### src/rtl/fetch_queue_if.sv
// -----------------------------------------------------------------------------
// fetch_queue_if : instruction-memory fetch bus between the fetch queue and
//                  the instruction memory.
//
// Signals:
//   req   : fetch request valid (fetch side drives)
//   addr  : fetch address, held stable while req=1 (fetch side drives)
//   valid : one-cycle response strobe (memory side drives)
//   data  : response instruction, qualified by valid (memory side drives)
//
// Modports:
//   master : fetch unit (drives req/addr, receives valid/data)
//   slave  : instruction memory (receives req/addr, drives valid/data)
// -----------------------------------------------------------------------------
interface fetch_queue_if #(
  parameter int ADDR_W  = 16,
  parameter int INSTR_W = 16
);
  logic               req;
  logic [ADDR_W-1:0]  addr;
  logic               valid;
  logic [INSTR_W-1:0] data;

  modport master (output req, output addr, input valid, input data);
  modport slave  (input req, input addr, output valid, output data);
endinterface

### src/rtl/fetch_queue.sv
// -----------------------------------------------------------------------------
// fetch_queue : instruction fetch unit with a small circular instruction queue.
//
// Issues one fetch at a time to instruction memory, stores each response
// together with its fetch address, and presents the queue head to decode.
// A HLT instruction (top nibble 4'b1111) stops fetching; a redirect flushes
// the queue, restarts fetch at the branch target and clears the halt.
//
// Ports:
//   clk           : rising-edge clock
//   rst           : synchronous active-high reset
//   imem          : fetch bus (fetch_queue_if.master): req/addr out, valid/data in
//   redirect_i    : branch taken, flush and refetch
//   redirect_pc_i : branch target
//   deq_ready_i   : decode accepts the head entry
//   out_valid_o   : head entry valid
//   out_instr_o   : head instruction
//   out_pc_o      : head fetch address + PC_STEP (wraps at 2^ADDR_W)
//   halted_o      : HLT enqueued and fetch stopped
//   count_o       : occupied entries
//
// Configuration macro:
//   FETCHQ_BYPASS_EN : when defined, a response arriving while the queue is
//                      empty is shown on the head outputs in the same cycle
//                      and is not stored if decode takes it that cycle.
// -----------------------------------------------------------------------------
module fetch_queue #(
  parameter int                ADDR_W   = 16,
  parameter int                INSTR_W  = 16,
  parameter int                DEPTH    = 4,
  parameter int                PC_STEP  = 2,
  parameter logic [ADDR_W-1:0] RESET_PC = '0
) (
  input  logic                     clk,
  input  logic                     rst,
  fetch_queue_if.master            imem,
  input  logic                     redirect_i,
  input  logic [ADDR_W-1:0]        redirect_pc_i,
  input  logic                     deq_ready_i,
  output logic                     out_valid_o,
  output logic [INSTR_W-1:0]       out_instr_o,
  output logic [ADDR_W-1:0]        out_pc_o,
  output logic                     halted_o,
  output logic [$clog2(DEPTH):0]   count_o
);

  localparam int              PTR_W = $clog2(DEPTH);
  localparam int              CNT_W = PTR_W + 1;
  localparam logic [ADDR_W-1:0] STEP = ADDR_W'(PC_STEP);

  typedef enum logic [1:0] {
    ST_IDLE = 2'd0,  // free to issue
    ST_WAIT = 2'd1,  // one request outstanding
    ST_DROP = 2'd2,  // outstanding response must be thrown away
    ST_HALT = 2'd3   // HLT enqueued, no more fetching
  } state_e;

  state_e             state_q;
  logic [ADDR_W-1:0]  fetch_pc_q;
  logic [PTR_W-1:0]   wr_ptr_q;
  logic [PTR_W-1:0]   rd_ptr_q;
  logic [CNT_W-1:0]   count_q;
  logic               halted_q;
  logic [INSTR_W-1:0] instr_mem_q [DEPTH];
  logic [ADDR_W-1:0]  pc_mem_q    [DEPTH];

  logic issue_s;
  logic resp_s;
  logic bypass_s;
  logic q_valid_s;
  logic deq_s;
  logic enq_s;
  logic is_hlt_s;

  // Qualify this cycle's issue, response, bypass, enqueue and dequeue events.
  always_comb begin
    issue_s   = 1'b0;
    resp_s    = 1'b0;
    bypass_s  = 1'b0;
    q_valid_s = 1'b0;
    deq_s     = 1'b0;
    enq_s     = 1'b0;
    is_hlt_s  = (imem.data[INSTR_W-1 -: 4] == 4'b1111);
    if (rst) begin
      issue_s = 1'b0;
    end else begin
      // Redirect wins over everything: no issue, no accepted response, no dequeue.
      issue_s   = (state_q == ST_IDLE) && (count_q < CNT_W'(DEPTH)) && !redirect_i;
      resp_s    = (state_q == ST_WAIT) && imem.valid && !redirect_i;
`ifdef FETCHQ_BYPASS_EN
      bypass_s  = resp_s && (count_q == '0);
`else
      bypass_s  = 1'b0;
`endif
      q_valid_s = (count_q != '0);
      deq_s     = q_valid_s && deq_ready_i && !redirect_i;
      // A bypassed entry taken by decode this cycle never enters the buffer.
      enq_s     = resp_s && !(bypass_s && deq_ready_i);
    end
  end

  // Drive the fetch request and the head-of-queue outputs.
  always_comb begin
    imem.req    = issue_s;
    imem.addr   = fetch_pc_q;
    count_o     = count_q;
    halted_o    = halted_q;
    out_valid_o = q_valid_s || bypass_s;
    out_instr_o = instr_mem_q[rd_ptr_q];
    out_pc_o    = pc_mem_q[rd_ptr_q] + STEP;
    if (rst) begin
      // Registers may not yet hold their reset values in the first reset cycle.
      imem.addr = RESET_PC;
      count_o   = '0;
      halted_o  = 1'b0;
    end else begin
      imem.addr = fetch_pc_q;
      count_o   = count_q;
      halted_o  = halted_q;
    end
    if (bypass_s) begin
      out_instr_o = imem.data;
      out_pc_o    = fetch_pc_q + STEP;
    end else begin
      out_instr_o = instr_mem_q[rd_ptr_q];
      out_pc_o    = pc_mem_q[rd_ptr_q] + STEP;
    end
  end

  // Fetch FSM, fetch PC, halt flag and circular-buffer state.
  always_ff @(posedge clk) begin
    if (rst) begin
      // A request issued before reset may still answer; discard that response.
      if (((state_q == ST_WAIT) || (state_q == ST_DROP)) && !imem.valid) begin
        state_q <= ST_DROP;
      end else begin
        state_q <= ST_IDLE;
      end
      fetch_pc_q <= RESET_PC;
      wr_ptr_q   <= '0;
      rd_ptr_q   <= '0;
      count_q    <= '0;
      halted_q   <= 1'b0;
    end else if (redirect_i) begin
      wr_ptr_q   <= '0;
      rd_ptr_q   <= '0;
      count_q    <= '0;
      fetch_pc_q <= redirect_pc_i;
      halted_q   <= 1'b0;
      case (state_q)
        ST_WAIT, ST_DROP: begin
          // Still owed a response unless it is arriving right now.
          if (imem.valid) begin
            state_q <= ST_IDLE;
          end else begin
            state_q <= ST_DROP;
          end
        end
        default: state_q <= ST_IDLE;
      endcase
    end else begin
      if (enq_s) begin
        instr_mem_q[wr_ptr_q] <= imem.data;
        pc_mem_q[wr_ptr_q]    <= fetch_pc_q;
        wr_ptr_q              <= wr_ptr_q + PTR_W'(1);
      end else begin
        wr_ptr_q <= wr_ptr_q;
      end
      if (deq_s) begin
        rd_ptr_q <= rd_ptr_q + PTR_W'(1);
      end else begin
        rd_ptr_q <= rd_ptr_q;
      end
      case ({enq_s, deq_s})
        2'b10:   count_q <= count_q + CNT_W'(1);
        2'b01:   count_q <= count_q - CNT_W'(1);
        default: count_q <= count_q;
      endcase
      case (state_q)
        ST_IDLE: begin
          if (issue_s) begin
            state_q <= ST_WAIT;
          end else begin
            state_q <= ST_IDLE;
          end
        end
        ST_WAIT: begin
          if (imem.valid) begin
            if (is_hlt_s) begin
              // The HLT keeps fetch_pc at its own address.
              state_q  <= ST_HALT;
              halted_q <= 1'b1;
            end else begin
              state_q    <= ST_IDLE;
              fetch_pc_q <= fetch_pc_q + STEP;
            end
          end else begin
            state_q <= ST_WAIT;
          end
        end
        ST_DROP: begin
          if (imem.valid) begin
            state_q <= ST_IDLE;
          end else begin
            state_q <= ST_DROP;
          end
        end
        ST_HALT: state_q <= ST_HALT;
        default: state_q <= ST_IDLE;
      endcase
    end
  end

endmodule

### src/flat_wrapper.sv
// flat-port wrapper written by rule: the top's interface ports become plain ports
module fetch_queue_flat 
#(
  parameter int                ADDR_W   = 16,
  parameter int                INSTR_W  = 16,
  parameter int                DEPTH    = 4,
  parameter int                PC_STEP  = 2,
  parameter logic [ADDR_W-1:0] RESET_PC = '0
)
  (clk, rst, redirect_i, redirect_pc_i, deq_ready_i, out_valid_o, out_instr_o, out_pc_o, halted_o, count_o, imem_req, imem_addr, imem_valid, imem_data);
  fetch_queue_if #(.ADDR_W(ADDR_W), .INSTR_W(INSTR_W)) imem_i ();
  input  logic clk;
  input  logic rst;
  input  logic redirect_i;
  input  logic [ADDR_W-1:0] redirect_pc_i;
  input  logic deq_ready_i;
  output logic out_valid_o;
  output logic [INSTR_W-1:0] out_instr_o;
  output logic [ADDR_W-1:0] out_pc_o;
  output logic halted_o;
  output logic [$clog2(DEPTH):0] count_o;
  output wire logic [$bits(imem_i.req)-1:0] imem_req;
  output wire logic [$bits(imem_i.addr)-1:0] imem_addr;
  input wire logic [$bits(imem_i.valid)-1:0] imem_valid;
  input wire logic [$bits(imem_i.data)-1:0] imem_data;
  assign imem_req = imem_i.req;
  assign imem_addr = imem_i.addr;
  assign imem_i.valid = imem_valid;
  assign imem_i.data = imem_data;
  fetch_queue #(.ADDR_W(ADDR_W), .INSTR_W(INSTR_W), .DEPTH(DEPTH), .PC_STEP(PC_STEP), .RESET_PC(RESET_PC)) u_core (.clk(clk), .rst(rst), .imem(imem_i), .redirect_i(redirect_i), .redirect_pc_i(redirect_pc_i), .deq_ready_i(deq_ready_i), .out_valid_o(out_valid_o), .out_instr_o(out_instr_o), .out_pc_o(out_pc_o), .halted_o(halted_o), .count_o(count_o));
endmodule
### config.mk
export PLATFORM = sky130hd
export DESIGN_NAME = fetch_queue_flat
export DESIGN_NICKNAME = d
export VERILOG_FILES = /design/src/rtl/fetch_queue_if.sv /design/src/rtl/fetch_queue.sv /design/src/flat_wrapper.sv
export SDC_FILE = /design/constraint.sdc
export NUM_CORES = 1
export LEC_CHECK = 0
export BUFFER_PORTS_ARGS = -buffer_cell sky130_fd_sc_hd__buf_2
export CAP_MARGIN = 20
export CORE_MARGIN = 5
export CORE_UTILIZATION = 30
export CTS_BUF_LIST = sky130_fd_sc_hd__clkbuf_2 sky130_fd_sc_hd__clkbuf_4 sky130_fd_sc_hd__clkbuf_8
export DETAILED_ROUTE_END_ITERATION = 16
export PLACE_DENSITY = 0.56
export SLEW_MARGIN = 20
export SYNTH_ARGS = -nofsm -noshare
export SYNTH_HDL_FRONTEND = slang
export SYNTH_SLANG_ARGS = --single-unit
### constraint.sdc
create_clock -name clk -period 3.1 [get_ports clk]
set_input_delay 0.62 -clock clk [delete_from_list [all_inputs] [get_ports clk]]
set_output_delay 0.62 -clock clk [all_outputs]
set_load 0.01 [all_outputs]
==> results of run 1 <==
## worst max-delay path, cell delays in order, from the launching register on
cell	delay [ns]
dfxtp_4	0.38
buf_12	0.16
mux4_2	0.39
nand4_1	0.24
nor3_1	0.32
xor2_1	0.21
buf_2	0.16
## per-stage QoR
stage | total power [mW] | instance area (um^2) | TNS, ns | cells | utilization, %
detailed placement | 2.636 | 7345 | 0 | 772 | 33.97
finish | 3.930 | 7739 | 0 | 806 | 35.79
global route | 4.099 | 7739 | -0.003980 | 806 | 35.79
CTS | 3.971 | 7691 | 0 | 804 | 35.57
floorplan | 2.522 | 6540 | 0 | 406 | -
global placement | 2.618 | 7345 | 0 | 772 | 33.97
## final timing paths
check | from | endpoint | slack [ns] | cells after the start
setup / recovery | flip-flop | out_pc_o[9] | 0.16 | 6
hold / removal | imem_data[7] | u_core.instr_mem_q[3][7] | 0.39 | 1
setup reg to reg | u_core.state_q[1] | u_core.count_q[2] | 0.66 | 10
hold reg to reg | u_core.halted_q | u_core.halted_q | 0.49 | 2
## flip-flops by register name, summed over array words and instances, names as in the netlist, named ones only
register and count:
u_core.instr_mem_q 64, u_core.pc_mem_q 64, u_core.fetch_pc_q 16, u_core.count_q 3
u_core.rd_ptr_q 2, u_core.state_q 2, u_core.wr_ptr_q 2, u_core.halted_q 1
## what timing repair did
item,in CTS,in global routing
pin swaps,0,4
setup endpoints to repair,8,10
resized for setup,5,8
buffers inserted,0,2
## power by group through the flow
stage / Combinational [mW] / Sequential [mW] / Clock (mW)
after floorplan: 0.144 / 2.38 / 0
after global placement: 0.226 / 2.39 / 0
after detailed placement: 0.238 / 2.40 / 0
after CTS: 0.239 / 2.35 / 1.38
after global routing: 0.267 / 2.35 / 1.48
final: 0.237 / 2.35 / 1.34
## layout make-up
cell class / count / area [um^2] / share of cell area (%)
clock buffer: 18 / 241.5 / 3.120
clock inverter: 14 / 111.4 / 1.439
sequential: 156 / 4409 / 56.98
inverter: 14 / 52.55 / 0.6791
timing repair buffer: 105 / 579.3 / 7.486
multi-input combinational: 219 / 1994 / 25.77
tap: 280 / 350.3 / 4.527
## synthesized netlist by cell type (2+ instances only)
master	count	area, um^2
and3_1	5	31.28
nor4_1	5	31.28
mux4_2	29	653.1
or3_1	4	25.02
nand3_1	9	45.04
nand2_1	12	45.04
buf_2	5	25.02
inv_1	13	48.80
ha_1	12	150.1
nor2b_1	17	106.4
a21oi_1	4	20.02
or3_2	2	15.01
clkbuf_1	4	15.01
o31ai_1	5	37.54
buf_4	4	30.03
nor3_1	3	15.01
nor2_1	35	131.4
buf_1	2	7.510
and2_1	2	12.51
nand4_1	9	56.30
edfxtp_1	128	3844
a211oi_1	6	45.04
mux4_1	3	78.83
xnor2_1	9	78.83
o21ai_0	6	30.03
buf_6	2	22.52
a311oi_1	8	70.07
and4_1	2	17.52
dfxtp_1	28	560.5
mux2i_1	2	20.02
xor2_1	14	122.6
or4_1	5	37.54
## kinds of logic after synthesis
logic type	synth area share [%]
AO/OA/AOI/OAI	3.769
flip-flops	67.34
adder cells (fa/ha/maj)	2.602
buffers and inverters	2.334
AND/OR/NAND/NOR	9.374
multiplexers	11.50
XOR/XNOR	3.080
## per-layer routing
layer	vias up	routed length (um)	part of all wire, %
met2	103	6697	46
met1	1884	6828	47
met3	12	793	5.5
met5	-	0	0
met4	0	187	1.3
li1	1794	-	-
==> run metrics, run 1 <==
DR iter-0 viols 193; Via density 4.706; outcome finished clean; most crowded layer after global routing met2; largest net degree at the start of global routing 38; clock sink total 156; netlist area before placement 6540 um^2; CTS root buf clkbuf_8; WL per Instance 18.00 um; Post-synth ARST share 0%; Seq pwr share 59.8%; distinct cell type count after synthesis 44; Crit Path Class reg2out; Switch Pwr 0.9539 mW; Die Wd 157.7 um; PnR worst setup slack 0.1556 ns; port bufs 90; Tcrit/Tclk final 94.98%; sw frac 24.27%; Worst EP required 2.48 ns; hold_buf cts 0; commonest cells after routing, fill and taps aside 128 x edfxtp_1, 90 x buf_2, 35 x nor2_1; antenna viol nets, final 0; FF+latch count, synth 156; DRC 0; Max Freq 339.6 MHz; Net Count, Synth 456; overall routing resource usage 12.02%; Primary FF master, synth edfxtp_1; met3 usage 3.089%; clock-pin slew on the worst setup and hold paths 0.09 ns; Mapped Cells 406; Final GP Congestion 0.7211; final setup violation count 0; Clk Latency, worst-skew pair 0.45 ns; buffer levels on the longest clock path 2; vias in the first global route 4092; total grt overflow 0; Initial Utilization 30.25%; H-tree lvl count 4; RSZ-0062 raised after global routing true; sequential share of the synthesized area 67.34%; Lkg Pwr 2.615 nW; Final min period 2.944 ns; Pint 2.976 mW; setup slack at placement 0.3671 ns; grt met2 use 18.61%; WHS 0.3862 ns; Num CTS Buffers 17; Worst Hold Class in2reg; critical path arrival 2.32 ns; Max Cap Viol 0; Hold Vio Cnt, Final 0; Slew headroom 67.14%; Gate power share 6.0%; die area 24850 um^2; num rows 54; skew final 0.01516 ns; share of layout cells above drive strength 1 35.36%; syn avg cell area 16.11 um^2; diode count 0; DP HPWL 10370 um; core area 21620 um^2; nets 563; Worst Setup Start Kind flip-flop; vias 3793; I/O pins 91; Clock power frac 34.2%; fillers 2108; transition time of the tightest slew-check pin 0.4929 ns; worst vdd ir 0.2534 mV; pwr dens 507.8 nW/um^2; grt met1 use 16.74%; Post-Route WL 14510 um; first-pass GRT wire length 22360 um; DIE HEIGHT 157.7 um; number of synthesized flops with an enable pin 128; Setup crit end kind primary output; Max Slew Vio Count 0; worst-path maximum fanout 14; DRT Pass-1 Iters 4; Layout area overhead 18.33%; initial antenna violation count 0; CTS tree yes; most common cell after layout, fill and taps aside edfxtp_1; synth warn 0
No activity file was read; power rests on OpenSTA's default activity.
==> run 2: changes to the inputs <==
RECOVER_POWER = 100   (was not set)
==> run 2 against run 1 <==
Compared with the run above:
- the flow now finishes with violations (capacitance limit, slew limit)
- sequential share of layout area rose by 0.76 points
- worst hold slack better by 0.026 ns
- routed wire length is essentially flat
- sequential power about the same
==> run metrics, run 2 (synthesis results as in run 1) <==
outcome finished, violations left; violated checks capacitance limit, slew limit; clock-pin slew on the worst setup and hold paths 0.09 ns (about the same); Inst Count DP 772 (unchanged); buffer levels on the longest clock path 2 (unchanged); Setup crit end kind primary output; CTS tree yes; DP HPWL 10370 um (unchanged); first-pass GRT wire length 22360 um (unchanged); Tcrit/Tclk final 94.67% (-0.31 points); initial antenna violation count 0 (unchanged); WL per Instance 17.99 um (about the same); Via density 4.715 (+0.18%); Max Cap Viol 1 (+1); Final min period 2.935 ns (-0.009610 ns); DRT Pass-1 Iters 4 (unchanged); Worst Hold Class in2reg; DRC 0 (unchanged); most common cell after layout, fill and taps aside edfxtp_1; Lkg Pwr 2.419 nW (-7.5%); diode count 0 (unchanged); Finished Layout Cells 806 (unchanged); hold path depth 3 (+2); CP max-delay cell mux4_2; clock sink total 156 (unchanged); largest net degree at the start of global routing 38 (unchanged); vias in the first global route 4092 (unchanged); Post-Route WL 14500 um (about the same); skew final 0.01553 ns (+0.0003734 ns); overall routing resource usage 12.02% (unchanged); final setup violation count 0 (unchanged); total grt overflow 0 (unchanged); Pwr Total 3.916 mW (-0.35%); critical path arrival 2.31 ns (about the same); DIE HEIGHT 157.7 um (unchanged); Worst Setup Start Kind flip-flop; DP Area 7345 um^2 (unchanged); CTS root buf clkbuf_8; DR iter-0 viols 158 (-18%); Reg2Reg Depth 5 (-5); setup slack at placement 0.3671 ns (unchanged); hold_buf cts 0 (unchanged); Die Wd 157.7 um (unchanged); Max Freq 340.7 MHz (+0.33%); worst-path maximum fanout 14 (unchanged); share of layout cells above drive strength 1 23.38% (-12 points); crit-path max cell delay 0.57 ns (+0.18 ns); antenna viol nets, final 0 (unchanged); H-tree lvl count 4 (unchanged); post-route cell area 7637 um^2 (-1.3%); nets 563 (unchanged); Slew headroom -3.014% (-70 points); Worst EP required 2.48 ns (about the same); Hold Vio Cnt, Final 0 (unchanged); transition time of the tightest slew-check pin 1.545 ns (+1.052 ns); die area 24850 um^2 (unchanged); RSZ-0062 raised after global routing true; Final GP Congestion 0.7211 (unchanged); Layout area overhead 16.78%; port bufs 90 (unchanged); PnR worst setup slack 0.1652 ns (+0.009610 ns); vias 3800 (+0.18%); Initial Utilization 30.25% (unchanged); Crit Path Class reg2out; Clk Latency, worst-skew pair 0.45 ns (about the same); Max Slew Vio Count 38 (+38); CP Cell Sequence buf_12 > mux4_2 > nand4_1 > nor3_1 > xnor2_1 > buf_2; num rows 54 (unchanged); worst vdd ir 0.2534 mV (about the same); Worst R2R Setup Slack 0.34 ns (-0.32 ns); core area 21620 um^2 (unchanged); Num CTS Buffers 17 (unchanged); Largest regs u_core.instr_mem_q: 64 flops, u_core.pc_mem_q: 64 flops, u_core.fetch_pc_q: 16 flops; pwr dens 512.7 nW/um^2 (+0.97%); I/O pins 91 (unchanged); WHS 0.4123 ns (+0.02614 ns); commonest cells after routing, fill and taps aside 128 x edfxtp_1, 57 x clkbuf_1, 36 x buf_2
==> run 2: layout make-up <==
cell class	instances	area [um^2]
well taps	280	350.3
clock inverters	14	111.4
inverters	14	52.55
clock buffers	18	241.5
repair buffers	105	485.5
flip-flops and latches	156	4409
fillers	2144	13980
multi-input cells	219	1987
==> run 2: path summary, 6_finish.rpt <==
| check | startpoint | to |
|---|---|---|
| hold reg to reg | u_core.halted_q | u_core.halted_q |
| hold / removal | redirect_pc_i[0] | u_core.fetch_pc_q[0] |
| setup / recovery | flip-flop | out_pc_o[11] |
| setup reg to reg | u_core.state_q[1] | u_core.pc_mem_q[3][4] |
==> run 2: report_power, final <==
part / internal, mW / switching, mW / leakage [nW]
Combinational: 0.0915 / 0.136 / 0.863
Sequential: 2.30 / 0.0465 / 1.39
Clock: 0.573 / 0.767 / 0.164
Total: 2.97 / 0.949 / 2.42
==> run 2: repair_timing <==
action / in CTS / in global routing
pin swaps: 0 / 4
setup buffers: 0 / 2
endpoints found under the setup margin: 8 / 10
resized for setup: 5 / 8
==> run 2: per-layer routing <==
| layer | GRT usage, % | vias to the layer above | part of all wire (%) |
|---|---|---|---|
| met5 | 0 | - | 0 |
| met2 | 18.61 | 103 | 46 |
| met1 | 16.74 | 1891 | 47 |
| li1 | - | 1792 | - |
| met4 | 3.605 | 0 | 1.3 |
| met3 | 3.089 | 14 | 5.8 |
==> run 2: stage by stage <==
| step | util (%) | TNS [ns] |
|---|---|---|
| detailed placement | 33.97 | 0 |
| global route | 35.32 | -0.003980 |
| floorplan | - | 0 |
| global placement | 33.97 | 0 |
| CTS | 35.57 | 0 |
| finish | 35.32 | 0 |
==> run 2: critical path: cells and delay by family (launching register included) <==
family        cells  cell delay (ns)
buf+inv           2             0.34
simple gates      2             0.36
mux               1             0.57
flops             1             0.39
xor+xnor          1             0.19
